**src/rtl/sram_arb_pkg.sv**
```systemverilog
// Shared definitions for the SRAM port arbiter: target-select codes,
// FSM state encoding and requester identifiers.
package sram_arb_pkg;

    // Target select codes carried on x_SEL
    localparam logic [1:0] SEL_SRAM   = 2'd0;
    localparam logic [1:0] SEL_STATUS = 2'd1;
    localparam logic [1:0] SEL_PTR_LO = 2'd2;
    localparam logic [1:0] SEL_PTR_HI = 2'd3;

    // FSM state encoding
    localparam logic [2:0] ST_IDLE    = 3'd0;
    localparam logic [2:0] ST_SETUP   = 3'd1;
    localparam logic [2:0] ST_STROBE  = 3'd2;
    localparam logic [2:0] ST_RELEASE = 3'd3;
    localparam logic [2:0] ST_DONE    = 3'd4;

    typedef enum logic [2:0] {
        IDLE    = ST_IDLE,
        SETUP   = ST_SETUP,
        STROBE  = ST_STROBE,
        RELEASE = ST_RELEASE,
        DONE    = ST_DONE
    } arb_state_t;

    // Requester identifiers (also the encoding of last_grant / cur)
    localparam logic REQ_A = 1'b0;
    localparam logic REQ_B = 1'b1;

endpackage

```
**src/rtl/sram_port_arbiter_if.sv**
```systemverilog
// Bus bundle for the SRAM port arbiter.
//   A_* / B_* : four-phase request/acknowledge ports of requesters A and B
//               (REQ, WR, SEL, WDATA in; RDATA, ACK out of the arbiter).
//   RAM_*     : asynchronous SRAM pins (address, data out + driver enable,
//               data in, active-low output and write enables).
// slave  : arbiter side.   master : requesters + SRAM side.
interface sram_port_arbiter_if #(
    parameter int AW = 16
);
    logic          A_REQ;
    logic          A_WR;
    logic [1:0]    A_SEL;
    logic [7:0]    A_WDATA;
    logic [7:0]    A_RDATA;
    logic          A_ACK;

    logic          B_REQ;
    logic          B_WR;
    logic [1:0]    B_SEL;
    logic [7:0]    B_WDATA;
    logic [7:0]    B_RDATA;
    logic          B_ACK;

    logic [AW-1:0] RAM_A;
    logic [7:0]    RAM_DO;
    logic          RAM_DOE;
    logic [7:0]    RAM_DI;
    logic          RAM_OE_n;
    logic          RAM_WE_n;

    modport slave (
        input  A_REQ, A_WR, A_SEL, A_WDATA,
        output A_RDATA, A_ACK,
        input  B_REQ, B_WR, B_SEL, B_WDATA,
        output B_RDATA, B_ACK,
        output RAM_A, RAM_DO, RAM_DOE, RAM_OE_n, RAM_WE_n,
        input  RAM_DI
    );

    modport master (
        output A_REQ, A_WR, A_SEL, A_WDATA,
        input  A_RDATA, A_ACK,
        output B_REQ, B_WR, B_SEL, B_WDATA,
        input  B_RDATA, B_ACK,
        input  RAM_A, RAM_DO, RAM_DOE, RAM_OE_n, RAM_WE_n,
        output RAM_DI
    );

endinterface

```
**src/rtl/sram_port_arbiter_req_sync2.sv**
```systemverilog
// Two-flop synchroniser for an asynchronous request level.
//   CLK   : destination clock
//   RST_n : synchronous active-low reset, clears both flops
//   d     : asynchronous input level
//   q     : synchronised level, two CLK edges behind d
module req_sync2 (
    input  logic CLK,
    input  logic RST_n,
    input  logic d,
    output logic q
);

    logic meta_p0;

    always_ff @(posedge CLK) begin
        if (!RST_n) begin
            meta_p0 <= 1'b0;
            q       <= 1'b0;
        end else begin
            meta_p0 <= d;
            q       <= meta_p0;
        end
    end

endmodule

```
**src/rtl/sram_port_arbiter.sv**
```systemverilog
// Two-port arbiter in front of a single asynchronous SRAM. Each requester
// owns an auto-incrementing address pointer; contending requests are served
// round-robin and every SRAM access is sequenced SETUP -> STROBE -> RELEASE.
//   CLK   : system clock
//   RST_n : synchronous active-low reset
//   bus   : slave side of sram_port_arbiter_if (A/B handshakes, SRAM pins)
module sram_port_arbiter
    import sram_arb_pkg::*;
#(
    parameter int AW            = 16,
    parameter int STROBE_CYCLES = 2
) (
    input  logic                 CLK,
    input  logic                 RST_n,
    sram_port_arbiter_if.slave   bus
);

    localparam int CNT_W = (STROBE_CYCLES > 1) ? $clog2(STROBE_CYCLES) : 1;
    localparam logic [AW-1:0] PTR_ONE = AW'(1);

    logic             req_a_s, req_b_s;
    arb_state_t       state;
    logic [AW-1:0]    ptr_a, ptr_b;
    logic             last_grant, cur;
    logic [1:0]       op_sel;
    logic             op_wr;
    logic [7:0]       op_wdata;
    logic [CNT_W-1:0] cnt;

    logic             a_ack, b_ack;
    logic [7:0]       a_rdata, b_rdata;
    logic [AW-1:0]    ram_a;
    logic [7:0]       ram_do;
    logic             ram_doe, ram_oe_n, ram_we_n;

    logic             pend_a, pend_b, pend_other, grant_side;
    logic [1:0]       gnt_sel;
    logic             gnt_wr;
    logic [7:0]       gnt_wdata;
    logic [AW-1:0]    ptr_cur;
    logic [7:0]       hi_byte;

    req_sync2 u_sync_a (.CLK(CLK), .RST_n(RST_n), .d(bus.A_REQ), .q(req_a_s));
    req_sync2 u_sync_b (.CLK(CLK), .RST_n(RST_n), .d(bus.B_REQ), .q(req_b_s));

    // A side whose ACK is still up has been served and is not pending again
    // until its REQ has dropped and the ACK has cleared.
    assign pend_a = req_a_s & ~a_ack;
    assign pend_b = req_b_s & ~b_ack;

    // On a tie the side that did not win last time gets the grant.
    assign grant_side = (pend_a & pend_b) ? ~last_grant : (pend_b ? REQ_B : REQ_A);
    assign gnt_sel    = (grant_side == REQ_B) ? bus.B_SEL   : bus.A_SEL;
    assign gnt_wr     = (grant_side == REQ_B) ? bus.B_WR    : bus.A_WR;
    assign gnt_wdata  = (grant_side == REQ_B) ? bus.B_WDATA : bus.A_WDATA;

    assign ptr_cur    = (cur == REQ_B) ? ptr_b : ptr_a;
    assign pend_other = (cur == REQ_B) ? pend_a : pend_b;

    always_comb begin
        hi_byte          = 8'h00;
        hi_byte[AW-9:0]  = ptr_cur[AW-1:8];
    end

    always_ff @(posedge CLK) begin
        if (!RST_n) begin
            state      <= IDLE;
            ptr_a      <= '0;
            ptr_b      <= '0;
            last_grant <= REQ_B;
            cur        <= REQ_A;
            cnt        <= '0;
            a_ack      <= 1'b0;
            b_ack      <= 1'b0;
            a_rdata    <= 8'h00;
            b_rdata    <= 8'h00;
            ram_a      <= '0;
            ram_do     <= 8'h00;
            ram_doe    <= 1'b0;
            ram_oe_n   <= 1'b1;
            ram_we_n   <= 1'b1;
        end else begin
            if (!req_a_s) a_ack <= 1'b0;
            if (!req_b_s) b_ack <= 1'b0;

            case (state)
                IDLE: begin
                    if (pend_a || pend_b) begin
                        last_grant <= grant_side;
                        cur        <= grant_side;
                        op_sel     <= gnt_sel;
                        op_wr      <= gnt_wr;
                        op_wdata   <= gnt_wdata;
                        state      <= (gnt_sel == SEL_SRAM) ? SETUP : DONE;
                    end
                end

                // Address (and write data) settle one cycle before the strobe
                SETUP: begin
                    ram_a <= ptr_cur;
                    if (op_wr) begin
                        ram_do  <= op_wdata;
                        ram_doe <= 1'b1;
                    end else begin
                        ram_oe_n <= 1'b0;
                    end
                    cnt   <= CNT_W'(STROBE_CYCLES - 1);
                    state <= STROBE;
                end

                STROBE: begin
                    if (op_wr) ram_we_n <= 1'b0;
                    if (cnt == '0) begin
                        if (!op_wr) begin
                            if (cur == REQ_B) b_rdata <= bus.RAM_DI;
                            else              a_rdata <= bus.RAM_DI;
                        end
                        state <= RELEASE;
                    end else begin
                        cnt <= cnt - CNT_W'(1);
                    end
                end

                RELEASE: begin
                    ram_we_n <= 1'b1;
                    ram_oe_n <= 1'b1;
                    if (cur == REQ_B) ptr_b <= ptr_b + PTR_ONE;
                    else              ptr_a <= ptr_a + PTR_ONE;
                    state <= DONE;
                end

                // Data drivers are released one cycle after WE rises
                DONE: begin
                    ram_doe <= 1'b0;
                    case (op_sel)
                        SEL_PTR_LO: begin
                            if (op_wr) begin
                                if (cur == REQ_B) ptr_b[7:0] <= op_wdata;
                                else              ptr_a[7:0] <= op_wdata;
                            end else begin
                                if (cur == REQ_B) b_rdata <= ptr_cur[7:0];
                                else              a_rdata <= ptr_cur[7:0];
                            end
                        end
                        SEL_PTR_HI: begin
                            if (op_wr) begin
                                if (cur == REQ_B) ptr_b[AW-1:8] <= op_wdata[AW-9:0];
                                else              ptr_a[AW-1:8] <= op_wdata[AW-9:0];
                            end else begin
                                if (cur == REQ_B) b_rdata <= hi_byte;
                                else              a_rdata <= hi_byte;
                            end
                        end
                        SEL_STATUS: begin
                            if (!op_wr) begin
                                if (cur == REQ_B) b_rdata <= {6'b0, pend_other, last_grant == REQ_B};
                                else              a_rdata <= {6'b0, pend_other, last_grant == REQ_B};
                            end
                        end
                        default: ;
                    endcase
                    if (cur == REQ_B) b_ack <= 1'b1;
                    else              a_ack <= 1'b1;
                    state <= IDLE;
                end

                default: state <= IDLE;
            endcase
        end
    end

    assign bus.A_ACK    = a_ack;
    assign bus.B_ACK    = b_ack;
    assign bus.A_RDATA  = a_rdata;
    assign bus.B_RDATA  = b_rdata;
    assign bus.RAM_A    = ram_a;
    assign bus.RAM_DO   = ram_do;
    assign bus.RAM_DOE  = ram_doe;
    assign bus.RAM_OE_n = ram_oe_n;
    assign bus.RAM_WE_n = ram_we_n;

endmodule

```
**src/flat_wrapper.sv**
```systemverilog
// flat-port wrapper written by rule: the top's interface ports become plain ports
module sram_port_arbiter_flat import sram_arb_pkg::*;
#(
    parameter int AW            = 16,
    parameter int STROBE_CYCLES = 2
)
  (CLK, RST_n, bus_A_REQ, bus_A_WR, bus_A_SEL, bus_A_WDATA, bus_A_RDATA, bus_A_ACK, bus_B_REQ, bus_B_WR, bus_B_SEL, bus_B_WDATA, bus_B_RDATA, bus_B_ACK, bus_RAM_A, bus_RAM_DO, bus_RAM_DOE, bus_RAM_OE_n, bus_RAM_WE_n, bus_RAM_DI);
  sram_port_arbiter_if #(.AW(AW)) bus_i ();
  input  logic CLK;
  input  logic RST_n;
  input wire logic [$bits(bus_i.A_REQ)-1:0] bus_A_REQ;
  input wire logic [$bits(bus_i.A_WR)-1:0] bus_A_WR;
  input wire logic [$bits(bus_i.A_SEL)-1:0] bus_A_SEL;
  input wire logic [$bits(bus_i.A_WDATA)-1:0] bus_A_WDATA;
  output wire logic [$bits(bus_i.A_RDATA)-1:0] bus_A_RDATA;
  output wire logic [$bits(bus_i.A_ACK)-1:0] bus_A_ACK;
  input wire logic [$bits(bus_i.B_REQ)-1:0] bus_B_REQ;
  input wire logic [$bits(bus_i.B_WR)-1:0] bus_B_WR;
  input wire logic [$bits(bus_i.B_SEL)-1:0] bus_B_SEL;
  input wire logic [$bits(bus_i.B_WDATA)-1:0] bus_B_WDATA;
  output wire logic [$bits(bus_i.B_RDATA)-1:0] bus_B_RDATA;
  output wire logic [$bits(bus_i.B_ACK)-1:0] bus_B_ACK;
  output wire logic [$bits(bus_i.RAM_A)-1:0] bus_RAM_A;
  output wire logic [$bits(bus_i.RAM_DO)-1:0] bus_RAM_DO;
  output wire logic [$bits(bus_i.RAM_DOE)-1:0] bus_RAM_DOE;
  output wire logic [$bits(bus_i.RAM_OE_n)-1:0] bus_RAM_OE_n;
  output wire logic [$bits(bus_i.RAM_WE_n)-1:0] bus_RAM_WE_n;
  input wire logic [$bits(bus_i.RAM_DI)-1:0] bus_RAM_DI;
  assign bus_i.A_REQ = bus_A_REQ;
  assign bus_i.A_WR = bus_A_WR;
  assign bus_i.A_SEL = bus_A_SEL;
  assign bus_i.A_WDATA = bus_A_WDATA;
  assign bus_A_RDATA = bus_i.A_RDATA;
  assign bus_A_ACK = bus_i.A_ACK;
  assign bus_i.B_REQ = bus_B_REQ;
  assign bus_i.B_WR = bus_B_WR;
  assign bus_i.B_SEL = bus_B_SEL;
  assign bus_i.B_WDATA = bus_B_WDATA;
  assign bus_B_RDATA = bus_i.B_RDATA;
  assign bus_B_ACK = bus_i.B_ACK;
  assign bus_RAM_A = bus_i.RAM_A;
  assign bus_RAM_DO = bus_i.RAM_DO;
  assign bus_RAM_DOE = bus_i.RAM_DOE;
  assign bus_RAM_OE_n = bus_i.RAM_OE_n;
  assign bus_RAM_WE_n = bus_i.RAM_WE_n;
  assign bus_i.RAM_DI = bus_RAM_DI;
  sram_port_arbiter #(.AW(AW), .STROBE_CYCLES(STROBE_CYCLES)) u_core (.CLK(CLK), .RST_n(RST_n), .bus(bus_i));
endmodule
```
**config.mk**
```make
export PLATFORM = sky130hd
export DESIGN_NAME = sram_port_arbiter_flat
export DESIGN_NICKNAME = d
export VERILOG_FILES = /design/src/rtl/sram_arb_pkg.sv /design/src/rtl/sram_port_arbiter_if.sv /design/src/rtl/sram_port_arbiter_req_sync2.sv /design/src/rtl/sram_port_arbiter.sv /design/src/flat_wrapper.sv
export SDC_FILE = /design/constraint.sdc
export NUM_CORES = 1
export LEC_CHECK = 0
export CAP_MARGIN = 20
export CORE_AREA = 2 2 94 142
export DETAILED_ROUTE_END_ITERATION = 7
export DIE_AREA = 0 0 96 144
export PLACE_DENSITY = 0.69
export SLEW_MARGIN = 20
export SYNTH_ARGS = -nofsm -noshare
export SYNTH_HDL_FRONTEND = slang
export SYNTH_HIERARCHICAL = 1
export SYNTH_SLANG_ARGS = --single-unit
```
**constraint.sdc**
```tcl
create_clock -name CLK -period 2 [get_ports CLK]
set_clock_uncertainty 0.2 [all_clocks]
set_input_delay 0.2 -clock CLK [delete_from_list [all_inputs] [get_ports CLK]]
set_output_delay 0.2 -clock CLK [all_outputs]
set_load 0.005 [all_outputs]
```
==> flow_summary.yaml, run 1 <==
status:
  status: "finished, final reports clean"
critical_path:
  cp-start-kind: "flip-flop"
  startpoint: "u_core/state[1]"
  cp_num_cells: 4
  critPathBufInv: 0
  rrSetupSlack_ns: 0.02
  crit_chain: "or3b_4 -> o31a_1 -> o311ai_0 -> o31ai_1"
  crit_fanout: 8
  slowest_delay_ns: 0.41
  reg2reg_to: "u_core/ptr_a[6]"
  setup.worst_path.end: "u_core/ptr_a[6]"
  arrival_ns: 2.01
  worst_ep_required_time_ns: 2.02
  worstSetupEndpointType: "flip-flop"
  reg2reg_depth: 4
  path_delay_family: "compound AO/OA/AOI/OAI gates"
  critPathKind: "flip-flop to flip-flop"
  cp_slowest_cell: "or3b_4"
  regToRegStartpoint: "u_core/state[1]"
yosys:
  synth_edf_count: 11
  netlist_area_sq_um: 4960
  async_flop_share_pct: 0
  synth_warnings: 6
  synth.distinct_cells: 64
  yosys_register_bits: 98
  ys.flop_type: "dfxtp_1"
  yosysTopAreaCell: "dfxtp_1"
  syn_inst: 554
  syn_area_per_cell_sq_um: 8.95
  ys_seq_area_share_pct: 41.8
  syn-num-nets: 590
  yosysTopAreaCellShare_pct: 35.1
  synthTopCellsByArea: "dfxtp_1, edfxtp_1, mux2i_1"
sta:
  worst_pin_slew_ns: 0.524
  setup_tns_ns: 0
  fmaxAchievable_ghz: 0.504
  setup_viol: 0
  slew_headroom_pct: 65.0
  rsz0062_at_grt: "yes"
  final-hold-violation-count: 0
  finalCriticalPeriod_ns: 1.98
  finalCritPeriodShare_pct: 99.2
  finalMaxSlewViolations: 0
cts:
  cts_buffer_depth: 2
  clock_latency_ns: 0.36
  numCtsBuffers: 9
  clkTransAtPathRegs_ns: 0.07
  cts_sinks: 98
  htree_levels: 3
  holdBufCountCts: 0
  root_buffer: "clkbuf_16"
  tritoncts: "yes"
floorplanning:
  coreArea_sq_um: 12700
  die_area_sq_um: 13800
  start_util_pct: 39.1
  ioPinCount: 79
  die_x_um: 96
  rows: 51
  die_height_um: 144
placement:
  gp_congestion: 0.968
  port_buffers: 78
  place.detailed.hpwl_um: 11300
flow_run:
  cap_violations: 0
layout:
  area_growth_pct: 38.2
  nets: 717
  diodes: 0
  postLayoutCoreUtil_pct: 54.0
  nFillCells: 1144
  layout-drive-gt1-share_pct: 21.7
route:
  via_count: 4999
  routedWlPerCell_um: 18.3
  via_per_inst: 5.92
  ant_nets: 0
  routed_wl_um: 15500
  drt-initial-drc-count: 327
  drt_pass1_iterations: 5
  drc: 0
global_routing:
  track_usage_pct: 22.9
  grt_pass1_wl_um: 24400
  antenna_found_initial: 0
  overflow: 0
  grt_pass1_vias: 4695
  grt_max_degree: 64
power:
  cellPowerDensity_nw_per_um2: 636
  leakage_nw: 2.28
  ir_worst_vdd_mv: 0.415
worst_hold_path:
  min_path_type: "input pin to flip-flop"
  holdPathStages: 3
sequential cells by signal, indices dropped and copies added (netlist names), 2 cells and up:
register	flops
u_core/op_wdata	8
u_core/ptr_a	16
u_core/bus.B_RDATA	8
u_core/ptr_b	16
u_core/op_sel	2
u_core/bus.RAM_DO	8
u_core/bus.RAM_A	16
u_core/state	3
u_core/bus.A_RDATA	8
repair_timing:
action,CTS,global route
pin swaps,2,6
resized for setup,1,25
buffers inserted,1,8
endpoints found under the setup margin,6,41
hold endpoints to repair,0,0
where the power goes:
group          total [W]  internal, W  switching, W
Sequential       0.00207      0.00204     0.0000338
Combinational   0.000510     0.000259      0.000252
Clock            0.00178     0.000943      0.000835
final cells by class:
type,instances,area [sq um],share of cell area (%)
multi-input combinational,405,2770,40.4
sequential,98,2080,30.3
timing repair buffer,159,1470,21.5
clock buffer,10,250,3.65
tap,159,199,2.90
clock inverter,6,52.6,0.767
inverter,8,30.0,0.438
layer usage:
metal  GRT usage [%]  part of all wire [%]  vias up
met4            13.1                   5.0        0
met5               0                     0        -
li1                -                     -     2356
met3            2.97                   5.1       55
met2            39.5                    51      237
met1            26.8                    39     2351
synthesized netlist by cell type, drive strengths merged, types with 8 or more instances:
| cell | number |
|---|---|
| nor4 | 9 |
| nor2 | 40 |
| buf | 16 |
| and2 | 8 |
| nand4 | 9 |
| dfxtp | 87 |
| edfxtp | 11 |
| o211ai | 9 |
| mux2i | 30 |
| o21ai | 20 |
| nor3 | 10 |
| a31oi | 8 |
| a21oi | 30 |
| clkbuf | 27 |
| a211oi | 23 |
| nand3 | 12 |
| mux2 | 11 |
| o31ai | 12 |
| nand2 | 71 |
| o221ai | 10 |
placed cells by master, fill, tap and decap left out, types with 20 or more instances in the layout:
cell type        instances
a21oi_1                 28
nor2_1                  39
clkdlybuf4s50_1         77
buf_4                   72
o21ai_0                 20
mux2i_1                 30
dfxtp_1                 83
nand2_1                 68
a211oi_1                22
worst min path at each step:
stage / end / startpoint / slack [ns]
final: u_core/bus.RAM_WE_n / RST_n / 0.11
after global routing: u_core/bus.RAM_WE_n / RST_n / 0.13
after CTS: u_core/bus.RAM_WE_n / RST_n / 0.09
after detailed placement: u_core/u_sync_a/q / u_core/u_sync_a/meta_p0 / 0.21
after global placement: u_core/u_sync_a/q / u_core/u_sync_a/meta_p0 / 0.21
after floorplan: u_core/u_sync_a/meta_p0 / RST_n / 0.12
stage by stage:
step / setup WS [ns] / total power (W) / area, sq um / std cells / hold slack, ns
2_1_floorplan: -0.0402 / 0.00236 / 4970 / 554 / 0.122
3_3_place_gp: -0.0672 / 0.00259 / 6390 / 820 / 0.209
3_5_place_dp: -0.0711 / 0.00260 / 6390 / 820 / 0.214
4_1_cts: -0.00228 / 0.00437 / 6700 / 837 / 0.0855
5_1_grt: -0.0356 / 0.00451 / 6860 / 845 / 0.130
6_report: 0.0169 / 0.00436 / 6860 / 845 / 0.113
tightest hold or removal path, cell delays in order:
cell	delay, ns
buf_2	0.12
buf_12	0.19
nand3_1	0.09
cells by family after synthesis:
group / synth area share (%)
adders and majority gates: 0.504
and+or+nand+nor: 19.4
muxes: 9.01
xor gates and xnor gates: 0.177
DFF: 41.8
AOI/OAI and AO/OA: 24.7
buffers and inverters: 4.36
Power figures use the tool's default switching activity.
==> run 2, diff against run 1 <==
--- a/config.mk
+++ b/config.mk
@@ -7,9 +7,11 @@
 export LEC_CHECK = 0
 export CAP_MARGIN = 20
 export CORE_AREA = 2 2 94 142
+export CTS_CLUSTER_DIAMETER = 80
 export DETAILED_ROUTE_END_ITERATION = 7
 export DIE_AREA = 0 0 96 144
-export PLACE_DENSITY = 0.69
+export HOLD_SLACK_MARGIN = 0.1
+export PLACE_DENSITY = 0.62
 export SLEW_MARGIN = 20
 export SYNTH_ARGS = -nofsm -noshare
 export SYNTH_HDL_FRONTEND = slang
==> flow_summary.yaml, run 2 (synthesis results as in run 1) <==
layout:
  layout.cells.most_common: "dfxtp_1"
  diodes: 0
  nFillCells: 1182
  nets: 724
  regArea_sq_um: 2080
  final_cells: 852
  multi_input_area_sq_um: 2780
  layout_common_cells: "dfxtp_1, clkdlybuf4s50_1, buf_4"
  layout-drive-gt1-share_pct: 22.4
  area_growth_pct: 40.3
route:
  drc: 0
  routed_wl_um: 15600
  via_count: 4913
  drt_pass1_iterations: 7
  via_per_inst: 5.77
  ant_nets: 0
  drt-initial-drc-count: 274
  routedWlPerCell_um: 18.3
cts:
  clkTransAtPathRegs_ns: 0.06
  root_buffer: "clkbuf_16"
  numCtsBuffers: 9
  htree_levels: 3
  clock_latency_ns: 0.35
  holdBufCountCts: 0
  cts_sinks: 98
  tritoncts: "yes"
  cts_buffer_depth: 2
worst_hold_path:
  min_path_type: "input pin to flip-flop"
placement:
  place_ws_ns: -0.0622
  gp_congestion: 0.963
  port_buffers: 78
  dpl.cell_count: 826
  place.detailed.hpwl_um: 11500
global_routing:
  track_usage_pct: 23.0
  overflow: 0
  grt_pass1_vias: 4750
  grt.met2_usage_pct: 41.3
  busiest_layer: "met2"
  grt_max_degree: 64
  antenna_found_initial: 0
  met3_usage_pct: 3.91
  use_met1_pct: 26.9
  grt_pass1_wl_um: 24400
sta:
  rsz0062_at_grt: "yes"
  finalCriticalPeriod_ns: 2.00
  setup_viol: 0
  finalCritPeriodShare_pct: 99.8
  final-hold-violation-count: 0
  fmaxAchievable_ghz: 0.501
  slew_headroom_pct: 61.4
  worst_pin_slew_ns: 0.579
  fin_ws_ns: 0.00465
  finalMaxSlewViolations: 0
power:
  ir_worst_vdd_mv: 0.362
  cellPowerDensity_nw_per_um2: 627
  power_w: 0.00436
  leakage_nw: 2.33
floorplanning:
  die_x_um: 96
  die_height_um: 144
  ioPinCount: 79
  coreArea_sq_um: 12700
  start_util_pct: 39.1
  rows: 51
  die_area_sq_um: 13800
critical_path:
  critPathKind: "flip-flop to flip-flop"
  crit_fanout: 7
  regToRegStartpoint: "u_core/state[1]"
  setup.worst_path.end: "u_core/ptr_a[0]"
  cp-start-kind: "flip-flop"
  worstSetupEndpointType: "flip-flop"
  startpoint: "u_core/state[1]"
  arrival_ns: 2.07
  reg2reg_to: "u_core/ptr_a[0]"
  worst_ep_required_time_ns: 2.07
  reg2reg_depth: 4
  rrSetupSlack_ns: 0.005
status:
  status: "finished, final reports clean"
flow_run:
  cap_violations: 0
==> run 2: layout make-up <==
type	instances	share of cell area, %
clock inverter	5	0.755
clock buffer	11	3.63
timing repair buffer	166	22.5
multi-input combinational	405	40.0
tap	159	2.86
inverter	8	0.431
sequential	98	29.9
==> run 2: worst max-delay path, cell delays in order, from the launching register on <==
cell and delay (ns):
dfxtp_2 0.32, or3b_4 0.43, o31a_1 0.34, or4_1 0.49, a21oi_1 0.13
==> run 2: per-stage QoR <==
stage	hold WS (ns)	util, %	TNS, ns	cell area, sq um
after CTS	0.106	53.5	0	6790
after floorplan	0.122	-	-0.0402	4970
after global placement	0.209	50.8	-0.0423	6460
after detailed placement	0.216	50.8	-0.0783	6460
after global routing	0.116	54.8	-0.147	6960
final	0.110	54.8	0	6960
==> run 2: how the worst min path moves through the flow <==
stage                            startpoint                       to  slack (ns)  cells after the start
floorplan                             RST_n  u_core/u_sync_a/meta_p0        0.12                      1
global placement    u_core/u_sync_b/meta_p0        u_core/u_sync_b/q        0.21                      1
detailed placement  u_core/u_sync_b/meta_p0        u_core/u_sync_b/q        0.22                      1
CTS                                   RST_n      u_core/bus.RAM_OE_n        0.11                      3
global route                          RST_n      u_core/bus.RAM_WE_n        0.12                      3
finish                                RST_n     u_core/bus.RAM_DO[6]        0.11                      3
==> run 2: report_power, final <==
group,switching (W),internal (W)
Combinational,0.000250,0.000262
Sequential,0.0000344,0.00204
Clock,0.000744,0.00103
==> run 2: per-layer routing <==
layer | share of wire, % | wire, um | vias up
li1 | - | - | 2364
met2 | 54 | 8430 | 165
met5 | 0 | 0 | -
met1 | 39 | 6060 | 2357
met3 | 4.7 | 741 | 27
met4 | 2.4 | 376 | 0
==> run 2: repair_timing <==
action,4_1_cts,5_1_grt
setup endpoints to repair,5,40
cloned,0,0
pin swaps,2,3
setup buffers,2,8
resized for setup,4,24
